## src/rtl/prog_fetch_if.sv

```systemverilog
// Bundle of the prefetch, local-RAM and external-bus signals of the program fetch port.
// The slave modport is the fetch port; the master modport is its environment.
interface prog_fetch_if #(
  parameter int DATA_W = 32
);
  logic              progreq;
  logic [21:0]       progaddr;
  logic              pabort;
  logic              progack;
  logic [DATA_W-1:0] prog_data;
  logic              lram_busy;
  logic              lram_rd;
  logic [9:0]        lram_addr;
  logic [DATA_W-1:0] lram_dout;
  logic              ext_req;
  logic [21:0]       ext_addr;
  logic              ext_ack;
  logic [DATA_W-1:0] ext_data;

  modport slave (
    input  progreq, progaddr, pabort, lram_busy, lram_dout, ext_ack, ext_data,
    output progack, prog_data, lram_rd, lram_addr, ext_req, ext_addr
  );

  modport master (
    output progreq, progaddr, pabort, lram_busy, lram_dout, ext_ack, ext_data,
    input  progack, prog_data, lram_rd, lram_addr, ext_req, ext_addr
  );
endinterface

```

## src/rtl/prog_fetch_port.sv

```systemverilog
// Program fetch port: serves prefetch long-word requests from local RAM (F03000-F03FFF)
// or the external bus, with abort draining so the bus handshake is never cut short.
module prog_fetch_port #(
  parameter int DATA_W = 32
) (
  input  logic         clk,
  input  logic         reset_n,
  prog_fetch_if.slave  bus
);

  typedef enum logic [1:0] {IDLE, LRD, XREQ, DRAIN} state_t;

  state_t            state_p1, state_nxt;
  logic              local_hit;
  logic              take_local, take_ext;
  logic              ack;
  logic [DATA_W-1:0] ack_data;
  logic [9:0]        lram_addr_p1;
  logic [21:0]       ext_addr_p1;
  logic [DATA_W-1:0] prog_data_p1;

  assign local_hit = (bus.progaddr[21:10] == 12'hF03);

  // reset_n gates acceptance so no RAM read is issued while reset is held
  always_comb begin
    state_nxt  = state_p1;
    take_local = 1'b0;
    take_ext   = 1'b0;
    ack        = 1'b0;
    ack_data   = prog_data_p1;
    case (state_p1)
      IDLE: begin
        if (reset_n && bus.progreq && !bus.pabort) begin
          if (!local_hit) begin
            take_ext  = 1'b1;
            state_nxt = XREQ;
          end else if (!bus.lram_busy) begin
            take_local = 1'b1;
            state_nxt  = LRD;
          end
        end
      end
      LRD: begin
        state_nxt = IDLE;
        if (!bus.pabort) begin
          ack      = 1'b1;
          ack_data = bus.lram_dout;
        end
      end
      XREQ: begin
        if (bus.ext_ack) begin
          state_nxt = IDLE;
          if (!bus.pabort) begin
            ack      = 1'b1;
            ack_data = bus.ext_data;
          end
        end else if (bus.pabort) begin
          state_nxt = DRAIN;
        end
      end
      DRAIN: begin
        if (bus.ext_ack) state_nxt = IDLE;
      end
      default: state_nxt = IDLE;
    endcase
  end

  // state / address / data hold registers
  always_ff @(posedge clk or negedge reset_n) begin
    if (!reset_n) begin
      state_p1     <= IDLE;
      lram_addr_p1 <= '0;
      ext_addr_p1  <= '0;
      prog_data_p1 <= '0;
    end else begin
      state_p1 <= state_nxt;
      if (take_local) lram_addr_p1 <= bus.progaddr[9:0];
      if (take_ext)   ext_addr_p1  <= bus.progaddr;
      if (ack)        prog_data_p1 <= ack_data;
    end
  end

  assign bus.progack   = ack;
  assign bus.prog_data = ack_data;
  assign bus.lram_rd   = take_local;
  assign bus.lram_addr = take_local ? bus.progaddr[9:0] : lram_addr_p1;
  assign bus.ext_req   = (state_p1 == XREQ) || (state_p1 == DRAIN);
  assign bus.ext_addr  = ext_addr_p1;

endmodule
```

## src/flat_wrapper.sv

```systemverilog
// flat-port wrapper written by rule: the top's interface ports become plain ports
module prog_fetch_port_flat 
#(
  parameter int DATA_W = 32
)
  (clk, reset_n, bus_progreq, bus_progaddr, bus_pabort, bus_lram_busy, bus_lram_dout, bus_ext_ack, bus_ext_data, bus_progack, bus_prog_data, bus_lram_rd, bus_lram_addr, bus_ext_req, bus_ext_addr);
  prog_fetch_if #(.DATA_W(DATA_W)) bus_i ();
  input  logic clk;
  input  logic reset_n;
  input wire logic [$bits(bus_i.progreq)-1:0] bus_progreq;
  input wire logic [$bits(bus_i.progaddr)-1:0] bus_progaddr;
  input wire logic [$bits(bus_i.pabort)-1:0] bus_pabort;
  input wire logic [$bits(bus_i.lram_busy)-1:0] bus_lram_busy;
  input wire logic [$bits(bus_i.lram_dout)-1:0] bus_lram_dout;
  input wire logic [$bits(bus_i.ext_ack)-1:0] bus_ext_ack;
  input wire logic [$bits(bus_i.ext_data)-1:0] bus_ext_data;
  output wire logic [$bits(bus_i.progack)-1:0] bus_progack;
  output wire logic [$bits(bus_i.prog_data)-1:0] bus_prog_data;
  output wire logic [$bits(bus_i.lram_rd)-1:0] bus_lram_rd;
  output wire logic [$bits(bus_i.lram_addr)-1:0] bus_lram_addr;
  output wire logic [$bits(bus_i.ext_req)-1:0] bus_ext_req;
  output wire logic [$bits(bus_i.ext_addr)-1:0] bus_ext_addr;
  assign bus_i.progreq = bus_progreq;
  assign bus_i.progaddr = bus_progaddr;
  assign bus_i.pabort = bus_pabort;
  assign bus_i.lram_busy = bus_lram_busy;
  assign bus_i.lram_dout = bus_lram_dout;
  assign bus_i.ext_ack = bus_ext_ack;
  assign bus_i.ext_data = bus_ext_data;
  assign bus_progack = bus_i.progack;
  assign bus_prog_data = bus_i.prog_data;
  assign bus_lram_rd = bus_i.lram_rd;
  assign bus_lram_addr = bus_i.lram_addr;
  assign bus_ext_req = bus_i.ext_req;
  assign bus_ext_addr = bus_i.ext_addr;
  prog_fetch_port #(.DATA_W(DATA_W)) u_core (.clk(clk), .reset_n(reset_n), .bus(bus_i));
endmodule
```

## config.mk

```make
export PLATFORM = sky130hd
export DESIGN_NAME = prog_fetch_port_flat
export DESIGN_NICKNAME = d
export VERILOG_FILES = /design/src/rtl/prog_fetch_if.sv /design/src/rtl/prog_fetch_port.sv /design/src/flat_wrapper.sv
export SDC_FILE = /design/constraint.sdc
export NUM_CORES = 1
export LEC_CHECK = 0
export ABC_CLOCK_PERIOD_IN_PS = 2600
export BUFFER_PORTS_ARGS = -buffer_cell sky130_fd_sc_hd__clkbuf_2
export CAP_MARGIN = 15
export CORE_UTILIZATION = 34
export CTS_CLUSTER_SIZE = 10
export DETAILED_ROUTE_END_ITERATION = 8
export PLACE_DENSITY_LB_ADDON = 0.1
export SLEW_MARGIN = 40
export SYNTH_ARGS = -nofsm -noshare
export SYNTH_HDL_FRONTEND = slang
export SYNTH_SLANG_ARGS = --single-unit
```

## constraint.sdc

```tcl
create_clock -name clk -period 2.6 [get_ports clk]
set_clock_uncertainty 0.15 [all_clocks]
set_input_delay 0.65 -clock clk [delete_from_list [all_inputs] [get_ports clk]]
set_output_delay 0.65 -clock clk [all_outputs]
set_load 0.005 [all_outputs]
```

==> impl_metrics.yaml, run 1 <==
status:
  status: "finished with violations"
  violations: "negative setup slack"
floorplanning:
  design.core.area_um2: 9240
  die_area_um2: 9890
  die-height_um: 99.5
  row_count: 35
  design.portCount: 159
  start_util_pct: 34.9
  die_x_um: 99.5
timing:
  clock.fmax_mhz: 363
  finalHoldViolCount: 0
  layout_setup_ws_ns: -0.157
  rsz0062_at_grt: "yes"
  worst_pin_slew_ns: 0.610
  finalSetupViolCount: 42
  maxSlewHeadroom_pct: 59.2
  worst_hold_slack_ns: 0.330
  period_share_pct: 106
  slew_viol_final: 0
  fin_crit_ns: 2.76
setup_path:
  critPathMaxFanout: 9
  setup.worst_path.class: "reg -> out"
  crit_path_end: "bus_prog_data[23]"
  endpoint_kind: "output port"
  critPathLaunch: "u_core.state_p1[1]$_DFFE_PN0P_"
  reg2reg_slack_ns: 0.29
  r2r_cells: 8
  timing.rr.end: "u_core.bus.ext_addr[2]$_DFFE_PN0P_"
  arrival_ns: 1.96
  worstPathRequired_ns: 1.80
  rr_startpoint: "u_core.state_p1[0]$_DFFE_PN0P_"
  start_kind: "flip-flop"
pwr:
  vdd_drop_max_v: 0.000468
  leakagePower_nw: 2.68
  power.density_nw_per_um2: 1070
detailed_routing:
  drc: 0
  ant_nets: 0
  routed_wl_um: 8200
  dr.pass1.iters: 4
  initialDrtViolationCount: 78
  wl_per_cell_um: 13.8
  vias: 2846
  vias_per_cell: 4.79
layout:
  n_fill_cell: 884
  nets: 557
  syn_to_final_growth_pct: 46.6
  final-seq-area_um2: 1650
  stdcell_count: 594
  n_antenna_cell: 0
  fin_util_pct: 51.3
  multi_input_area_um2: 1640
  layout-drive-gt1-share_pct: 57.4
global_routing:
  grt_usage_pct: 16.6
  grt_pass1_vias: 2718
  antenna_found_initial: 0
  grt_start_max_net_pins: 67
  overflow: 0
  grt_pass1_wl_um: 12900
yosys:
  yosysUniqueCellTypes: 27
  ys_seq_area_share_pct: 51.1
  post_synth.cell_area_avg_um2: 11.4
  yosysWarningCount: 0
  ys_ff_latch: 66
  synth_fp_nets: 381
  synth_area_um2: 3230
  netlist_instances: 284
placed_design:
  gp_congestion: 0.700
  place_hpwl_um: 5830
  placement.io_buffers: 158
  pre_cts_slack_ns: 0.00705
  place_inst: 570
cts:
  cts_tree: "yes"
  cts_root_buf: "clkbuf_8"
  hold_buffers: 0
  htreeDepth: 3
  clk_pin_slew_ns: 0.07
  clkLatencyLatePin_ns: 0.33
  clock_sinks: 66
  cts_made_buffers: 9
  clock_path_buffers: 2
job:
  maxCapViolCount: 0
hold_path:
  hold_class: "reg -> reg"
==> per-layer routing <==
layer	track usage (%)	part of all wire (%)	up-vias	routed length (um)
met3	5.20	8.3	6	683
met4	5.77	0.96	0	79
met2	27.9	47	107	3860
met1	20.1	44	1345	3580
met5	0	0	-	0
li1	-	-	1388	-
==> layout make-up <==
type / instances / area share, %
Sequential cell: 66 / 34.9
Clock buffer: 9 / 2.62
Tap cell: 129 / 3.41
Timing Repair Buffer: 184 / 22.5
Clock inverter: 7 / 1.64
Inverter: 5 / 0.396
Multi-Input combinational cell: 194 / 34.6
==> flip-flops by register name, summed over array words and instances, names as in the netlist <==
signal / count
u_core.prog_data_p1: 32
u_core.bus.ext_addr: 22
u_core.state_p1: 2
u_core.lram_addr_p1: 10
==> timing repair <==
| action | in CTS | in global routing |
|---|---|---|
| endpoints found under the setup margin | 42 | 43 |
| pin swaps | 3 | 3 |
| setup buffers | 4 | 3 |
| gates cloned | 0 | 1 |
| resized for setup | 26 | 18 |
==> report_power, final <==
| group | total (W) | switching [W] | internal (W) | leakage (nW) |
|---|---|---|---|---|
| sequential | 0.00168 | 0.000218 | 0.00146 | 0.819 |
| clock | 0.000873 | 0.000422 | 0.000451 | 0.100 |
| combinational | 0.00252 | 0.00113 | 0.00140 | 1.76 |
| total | 0.00507 | 0.00177 | 0.00331 | 2.68 |
==> worst max-delay path: stages (launching register included) <==
cell	delay (ns)
dfrtp_1	0.39
buf_4	0.15
ha_2	0.21
nor2b_4	0.15
o22ai_4	0.15
nand2_4	0.11
clkbuf_16	0.18
a21o_1	0.17
clkbuf_2	0.11
==> worst min-delay path by stage <==
| stage | end | start | slack (ns) | cells after the start |
|---|---|---|---|---|
| floorplan | u_core.bus.ext_addr[0]$_DFFE_PN0P_ | reset_n | 0.20 | 0 |
| global placement | u_core.prog_data_p1[10]$_DFFE_PN0P_ | u_core.prog_data_p1[10]$_DFFE_PN0P_ | 0.31 | 1 |
| detailed placement | u_core.prog_data_p1[30]$_DFFE_PN0P_ | u_core.prog_data_p1[30]$_DFFE_PN0P_ | 0.32 | 1 |
| CTS | u_core.prog_data_p1[30]$_DFFE_PN0P_ | u_core.prog_data_p1[30]$_DFFE_PN0P_ | 0.33 | 1 |
| global route | u_core.prog_data_p1[20]$_DFFE_PN0P_ | u_core.prog_data_p1[20]$_DFFE_PN0P_ | 0.34 | 1 |
| finish | u_core.prog_data_p1[3]$_DFFE_PN0P_ | u_core.prog_data_p1[3]$_DFFE_PN0P_ | 0.33 | 1 |
==> cells by family (layout without fill, tap and decap cells) <==
family | after synthesis | count (layout) | share of synthesized area (%)
AO/OA/AOI/OAI | 102 | 102 | 23.6
flip-flops | 66 | 66 | 51.1
AND/OR/NAND/NOR | 52 | 52 | 7.98
multiplexers | 35 | 35 | 12.1
buffers and inverters | 24 | 205 | 3.25
adder cells (fa/ha/maj) | 5 | 5 | 1.94
==> cell usage after synthesis (all sizes together) <==
master	count	area (um^2)
clkbuf	16	60.1
nand4b	2	17.5
nand2b	1	6.26
o22ai	1	6.26
ha	5	62.6
and2	3	18.8
dfrtp	66	1650
a22oi	32	240
inv	5	18.8
mux2i	2	20.0
nand3	1	5.00
a31oi	1	6.26
nand2	2	7.51
a21o	64	480
nor4b	1	15.0
nand4bb	1	11.3
nor2	38	145
o2111ai	1	8.76
a21oi	2	10.0
mux2	33	372
a211o	1	8.76
buf	3	26.3
nor2b	1	6.26
nor3b	1	18.8
or2	1	6.26
==> metrics by stage <==
| stage | cell area [um^2] | TNS [ns] | total power (W) |
|---|---|---|---|
| floorplan | 3230 | 0 | 0.00293 |
| global placement | 4250 | -0.301 | 0.00387 |
| detailed placement | 4260 | 0 | 0.00391 |
| CTS | 4590 | -5.23 | 0.00496 |
| global route | 4740 | -9.05 | 0.00545 |
| finish | 4740 | -5.39 | 0.00507 |
==> cell usage in the layout (no fill, tap or decap), types with 6 or more instances in the layout <==
cell	count
mux2_2	33
clkbuf_8	9
dfrtp_1	66
buf_6	6
a22oi_2	16
nor2_1	35
a21o_1	64
buf_4	16
clkbuf_2	157
a22oi_1	16
Note: power is estimated with default switching activity, not from simulation.
==> inputs of run 2 (changes only) <==
Settings changed: CORE_UTILIZATION 34 to 45.
==> run 2 against run 1 <==
Net effect:
- the run still ends with negative setup slack left
- largest cell class unchanged
- core utilization grew 18 points
- highest routed layer unchanged
- clock-buffer cell count up 5
- hold slack got worse by 0.0025 ns
- register-to-register slack gained 0.05 ns
- flip-flop and latch count stayed put
- die area shrank 24%
- via count is 1.9% higher
- sequential power about the same
- final area rose by 0.92%
- global-route usage is 4.9 points higher
- combinational power rose by 8.3%
==> impl_metrics.yaml, run 2 (synthesis gave the netlist of run 1 again) <==
pwr:
  leakagePower_nw: 2.75
  vdd_drop_max_v: 0.000465
  pwr-share-comb_pct: 51.6
  seqPwrFrac_pct: 32.1
  switchingPower_w: 0.00178
  switching_share_pct: 33.6
  power.density_nw_per_um2: 1110
  clkPwrFrac_pct: 16.3
  p_int_w: 0.00352
floorplanning:
  design.portCount: 159
  die-height_um: 86.7
  design.core.area_um2: 6870
  start_util_pct: 47.0
  die_x_um: 86.7
  row_count: 30
  die_area_um2: 7520
setup_path:
  endpoint_kind: "output port"
  critPathMaxFanout: 5
  worstPathRequired_ns: 1.80
  setup.worst_path.class: "reg -> out"
  arrival_ns: 1.97
  start_kind: "flip-flop"
placed_design:
  place_hpwl_um: 5440
  placement.io_buffers: 158
  place_area_um2: 4210
  gp_congestion: 0.761
global_routing:
  antenna_found_initial: 0
  overflow: 0
  grt_pass1_wl_um: 12400
  grt_pass1_vias: 2671
  grt_start_max_net_pins: 67
  grt_usage_pct: 21.5
detailed_routing:
  routed_wl_um: 8360
  vias: 2901
  dr.pass1.iters: 4
  drc: 0
  vias_per_cell: 5.10
  wl_per_cell_um: 14.7
  initialDrtViolationCount: 158
  ant_nets: 0
layout:
  fin_area_um2: 4780
  n_antenna_cell: 0
  final_cell_mix: "clkbuf_2 (138), dfrtp_1 (65), a21o_1 (64)"
  top_register: "u_core.prog_data_p1"
  nets: 565
  layout-drive-gt1-share_pct: 55.2
  final_common_cell: "clkbuf_2"
  largest_register_ffs: 32
  syn_to_final_growth_pct: 48.0
timing:
  finalHoldViolCount: 0
  slew_viol_final: 0
  rsz0062_at_grt: "yes"
  fin_crit_ns: 2.77
  maxSlewHeadroom_pct: 58.6
  worst_pin_slew_ns: 0.620
  period_share_pct: 106
  clock.fmax_mhz: 361
  worst_hold_slack_ns: 0.328
  finalSetupViolCount: 42
  layout_setup_ws_ns: -0.168
job:
  maxCapViolCount: 0
cts:
  clk_pin_slew_ns: 0.07
  htreeDepth: 3
  hold_buffers: 0
  clkLatencyLatePin_ns: 0.32
  clock_sinks: 66
  cts_root_buf: "clkbuf_8"
  clock_path_buffers: 2
  cts_tree: "yes"
  cts_made_buffers: 9
status:
  violations: "negative setup slack"
  status: "finished with violations"
hold_path:
  hold_class: "reg -> reg"
[run 2: cell count changes in the layout (fill, tap and decap cells not counted), sizes merged]
cell	delta
inv	-2
clkinv	-2
buf	+27
clkinvlp	-1
clkbuf	-14
[run 2: power groups by stage]
stage | combinational (W) | sequential (W) | clock, W
2_1_floorplan | 0.00125 | 0.00168 | 0
3_3_place_gp | 0.00217 | 0.00168 | 0
3_5_place_dp | 0.00221 | 0.00170 | 0
4_1_cts | 0.00264 | 0.00169 | 0.000878
5_1_grt | 0.00297 | 0.00176 | 0.000927
6_report | 0.00273 | 0.00170 | 0.000861
[run 2: what timing repair did]
item,CTS,global route
setup endpoints to repair,42,43
pin swaps,8,33
buffers inserted,8,8
gates resized for setup,29,34
gates cloned,3,2
[run 2: per-stage QoR]
stage	setup TNS (ns)	std cells	utilization (%)	power, W	setup WS [ns]
4_1_cts	-3.23	560	67.8	0.00521	-0.177
3_3_place_gp	-1.96	533	61.2	0.00385	-0.0814
5_1_grt	-9.35	569	69.6	0.00565	-0.320
2_1_floorplan	0	284	-	0.00293	0.144
6_report	-6.10	569	69.6	0.00530	-0.168
3_5_place_dp	-0.347	533	61.3	0.00391	-0.0381
[run 2: cell type report]
cell class,instances,area (um^2)
fillers,553,2090
flip-flops and latches,66,1650
multi-input cells,194,1580
repair buffers,192,1200
clock buffers,14,163
well taps,96,120
clock inverters,2,35.0
inverters,5,21.3
[run 2: final timing paths]
| kind | depth (start not counted) | slack, ns | start | to |
|---|---|---|---|---|
| min | 1 | 0.33 | u_core.prog_data_p1[6]$_DFFE_PN0P_ | u_core.prog_data_p1[6]$_DFFE_PN0P_ |
| min reg2reg | 1 | 0.33 | u_core.prog_data_p1[6]$_DFFE_PN0P_ | u_core.prog_data_p1[6]$_DFFE_PN0P_ |
| max in group asynchronous | 3 | 1.43 | reset_n | u_core.state_p1[1]$_DFFE_PN0P_ |
| max reg2reg | 7 | 0.34 | u_core.state_p1[0]$_DFFE_PN0P_ | u_core.bus.ext_addr[10]$_DFFE_PN0P_ |
| max | 8 | -0.17 | u_core.state_p1[0]$_DFFE_PN0P_ | bus_lram_addr[5] |
| min in group asynchronous | 3 | 0.43 | reset_n | u_core.prog_data_p1[30]$_DFFE_PN0P_ |
[run 2: critical path: stages (launching register included)]
cell and delay, ns:
dfrtp_1 0.41, inv_2 0.13, ha_4 0.15, nand4b_1 0.13, nor2_2 0.14, nand3_2 0.13
buf_6 0.17, mux2_2 0.28, clkbuf_2 0.11
[run 2: metal layers]
layer  global-route usage [%]  vias to the layer above  share of wire, %
met1                     27.6                     1394                43
li1                         -                     1399                 -
met4                     8.03                        0               1.2
met3                     4.19                        9               5.7
met2                     36.1                       99                50
met5                        0                        -                 0
==> inputs of run 3 (changes only) <==
Settings changed: TNS_END_PERCENT set to 10.
==> run 3 against run 2 <==
Net effect:
- the run still ends with negative setup slack left
- flip-flop and latch count unchanged
- non-clock buffer count shrank 10
- hold slack got worse by 0.0015 ns
- die area did not move
- clock power down 0.7%
- largest cell class unchanged
- highest routed layer unchanged
- sequential share of layout area increased by 1.6 points
- wire length down 8.0%
- clock-buffer cell count did not move
- setup slack got worse by 0.045 ns
- critical endpoint is now bus_prog_data[22]
- fmax shrank 1.6%
==> impl_metrics.yaml, run 3 (synthesis gave the netlist of run 1 again) <==
timing:
  fin_crit_ns: 2.81
  period_share_pct: 108
  tns_ns: -8.26
  maxSlewHeadroom_pct: 58.9
  worst_hold_slack_ns: 0.327
  layout_setup_ws_ns: -0.213
  finalSetupViolCount: 42
  rsz0062_at_grt: "yes"
  slew_viol_final: 0
  clock.fmax_mhz: 355
  worst_pin_slew_ns: 0.615
  finalHoldViolCount: 0
pwr:
  p_int_w: 0.00323
  pwr-share-comb_pct: 47.7
  vdd_drop_max_v: 0.000449
  switchingPower_w: 0.00163
  switching_share_pct: 33.5
  clkPwrFrac_pct: 17.6
  leakagePower_nw: 2.66
  power.density_nw_per_um2: 1070
  seqPwrFrac_pct: 34.7
global_routing:
  grt_start_max_net_pins: 67
  grt_usage_pct: 19.8
  grt_pass1_wl_um: 11600
  grt_pass1_vias: 2569
  antenna_found_initial: 0
  overflow: 0
layout:
  layout-drive-gt1-share_pct: 53.1
  n_fill_cell: 584
  final_common_cell: "clkbuf_2"
  stdcell_count: 559
  largest_register_ffs: 32
  final_cell_mix: "clkbuf_2 (157), dfrtp_1 (66), a21o_1 (64)"
  n_antenna_cell: 0
  fin_area_um2: 4570
  nets: 555
  syn_to_final_growth_pct: 41.4
  top_register: "u_core.prog_data_p1"
cts:
  clock_sinks: 66
  cts_tree: "yes"
  cts_made_buffers: 9
  cts_root_buf: "clkbuf_8"
  htreeDepth: 3
  clkLatencyLatePin_ns: 0.33
  clock_path_buffers: 2
  clk_pin_slew_ns: 0.07
placed_design:
  pre_cts_slack_ns: -0.0381
  place_inst: 533
  placement.io_buffers: 158
  place_hpwl_um: 5440
  place_area_um2: 4210
  gp_congestion: 0.761
detailed_routing:
  dr.pass1.iters: 4
  ant_nets: 0
  vias: 2857
  wl_per_cell_um: 13.8
  routed_wl_um: 7690
  vias_per_cell: 5.11
  initialDrtViolationCount: 88
  drc: 0
floorplanning:
  die_area_um2: 7520
  die-height_um: 86.7
  design.portCount: 159
  start_util_pct: 47.0
  row_count: 30
  die_x_um: 86.7
  design.core.area_um2: 6870
setup_path:
  worstPathRequired_ns: 1.80
  arrival_ns: 2.01
  setup.worst_path.class: "reg -> out"
  critPathMaxFanout: 32
  start_kind: "flip-flop"
  endpoint_kind: "output port"
job:
  maxCapViolCount: 0
hold_path:
  hold_class: "reg -> reg"
status:
  violations: "negative setup slack"
  status: "finished with violations"
==> run 3: area by class of cell <==
| class | instances | area [um^2] | share of cell area, % |
|---|---|---|---|
| clock buffers | 14 | 163 | 3.56 |
| repair buffers | 182 | 1030 | 22.5 |
| well taps | 96 | 120 | 2.63 |
| flip-flops and latches | 66 | 1650 | 36.2 |
| clock inverters | 2 | 35.0 | 0.767 |
| inverters | 5 | 18.8 | 0.411 |
| multi-input cells | 194 | 1550 | 34.0 |
==> run 3: layer usage <==
metal | share of wire, % | vias up | global-route usage (%)
met3 | 6.2 | 12 | 4.19
li1 | - | 1374 | -
met1 | 43 | 1371 | 25.0
met5 | 0 | - | 0
met2 | 49 | 100 | 33.3
met4 | 1.5 | 0 | 8.03
==> run 3: worst max-delay path, cell delays in order, from the launching register on <==
cell,delay (ns)
dfrtp_1,0.42
buf_4,0.15
ha_1,0.23
nor2b_4,0.16
o22ai_2,0.15
nand2_2,0.09
buf_12,0.17
a21o_1,0.19
clkbuf_2,0.11
==> run 3: what timing repair did <==
item / CTS / global route
buffers inserted: 2 / 7
cloned: 0 / 1
hold buffers: 0 / 0
pin swaps: 2 / 1
gates resized for setup: 9 / 13
endpoints found under the setup margin: 42 / 44
==> run 3: worst paths after layout <==
check                                               startpoint                             endpoint  slack, ns  cells past startpoint
hold reg to reg            u_core.prog_data_p1[15]$_DFFE_PN0P_  u_core.prog_data_p1[15]$_DFFE_PN0P_       0.33                      1
hold / removal             u_core.prog_data_p1[15]$_DFFE_PN0P_  u_core.prog_data_p1[15]$_DFFE_PN0P_       0.33                      1
setup reg to reg                u_core.state_p1[1]$_DFFE_PN0P_  u_core.bus.ext_addr[10]$_DFFE_PN0P_       0.32                      7
setup / recovery                u_core.state_p1[1]$_DFFE_PN0P_                    bus_prog_data[22]      -0.21                      8
min in group asynchronous                              reset_n   u_core.prog_data_p1[1]$_DFFE_PN0P_       0.43                      3
max in group asynchronous                              reset_n  u_core.prog_data_p1[24]$_DFFE_PN0P_       1.44                      3
==> run 3: power by group through the flow <==
stage	combinational, W	clock [W]	sequential, W
finish	0.00232	0.000855	0.00169
floorplan	0.00125	0	0.00168
global placement	0.00217	0	0.00168
CTS	0.00225	0.000878	0.00169
global route	0.00255	0.000924	0.00174
detailed placement	0.00221	0	0.00170
==> run 3: stage by stage <==
stage / util [%] / power (W)
finish: 66.5 / 0.00487
global route: 66.5 / 0.00522
CTS: 64.8 / 0.00482
detailed placement: 61.3 / 0.00391
global placement: 61.2 / 0.00385
floorplan: - / 0.00293
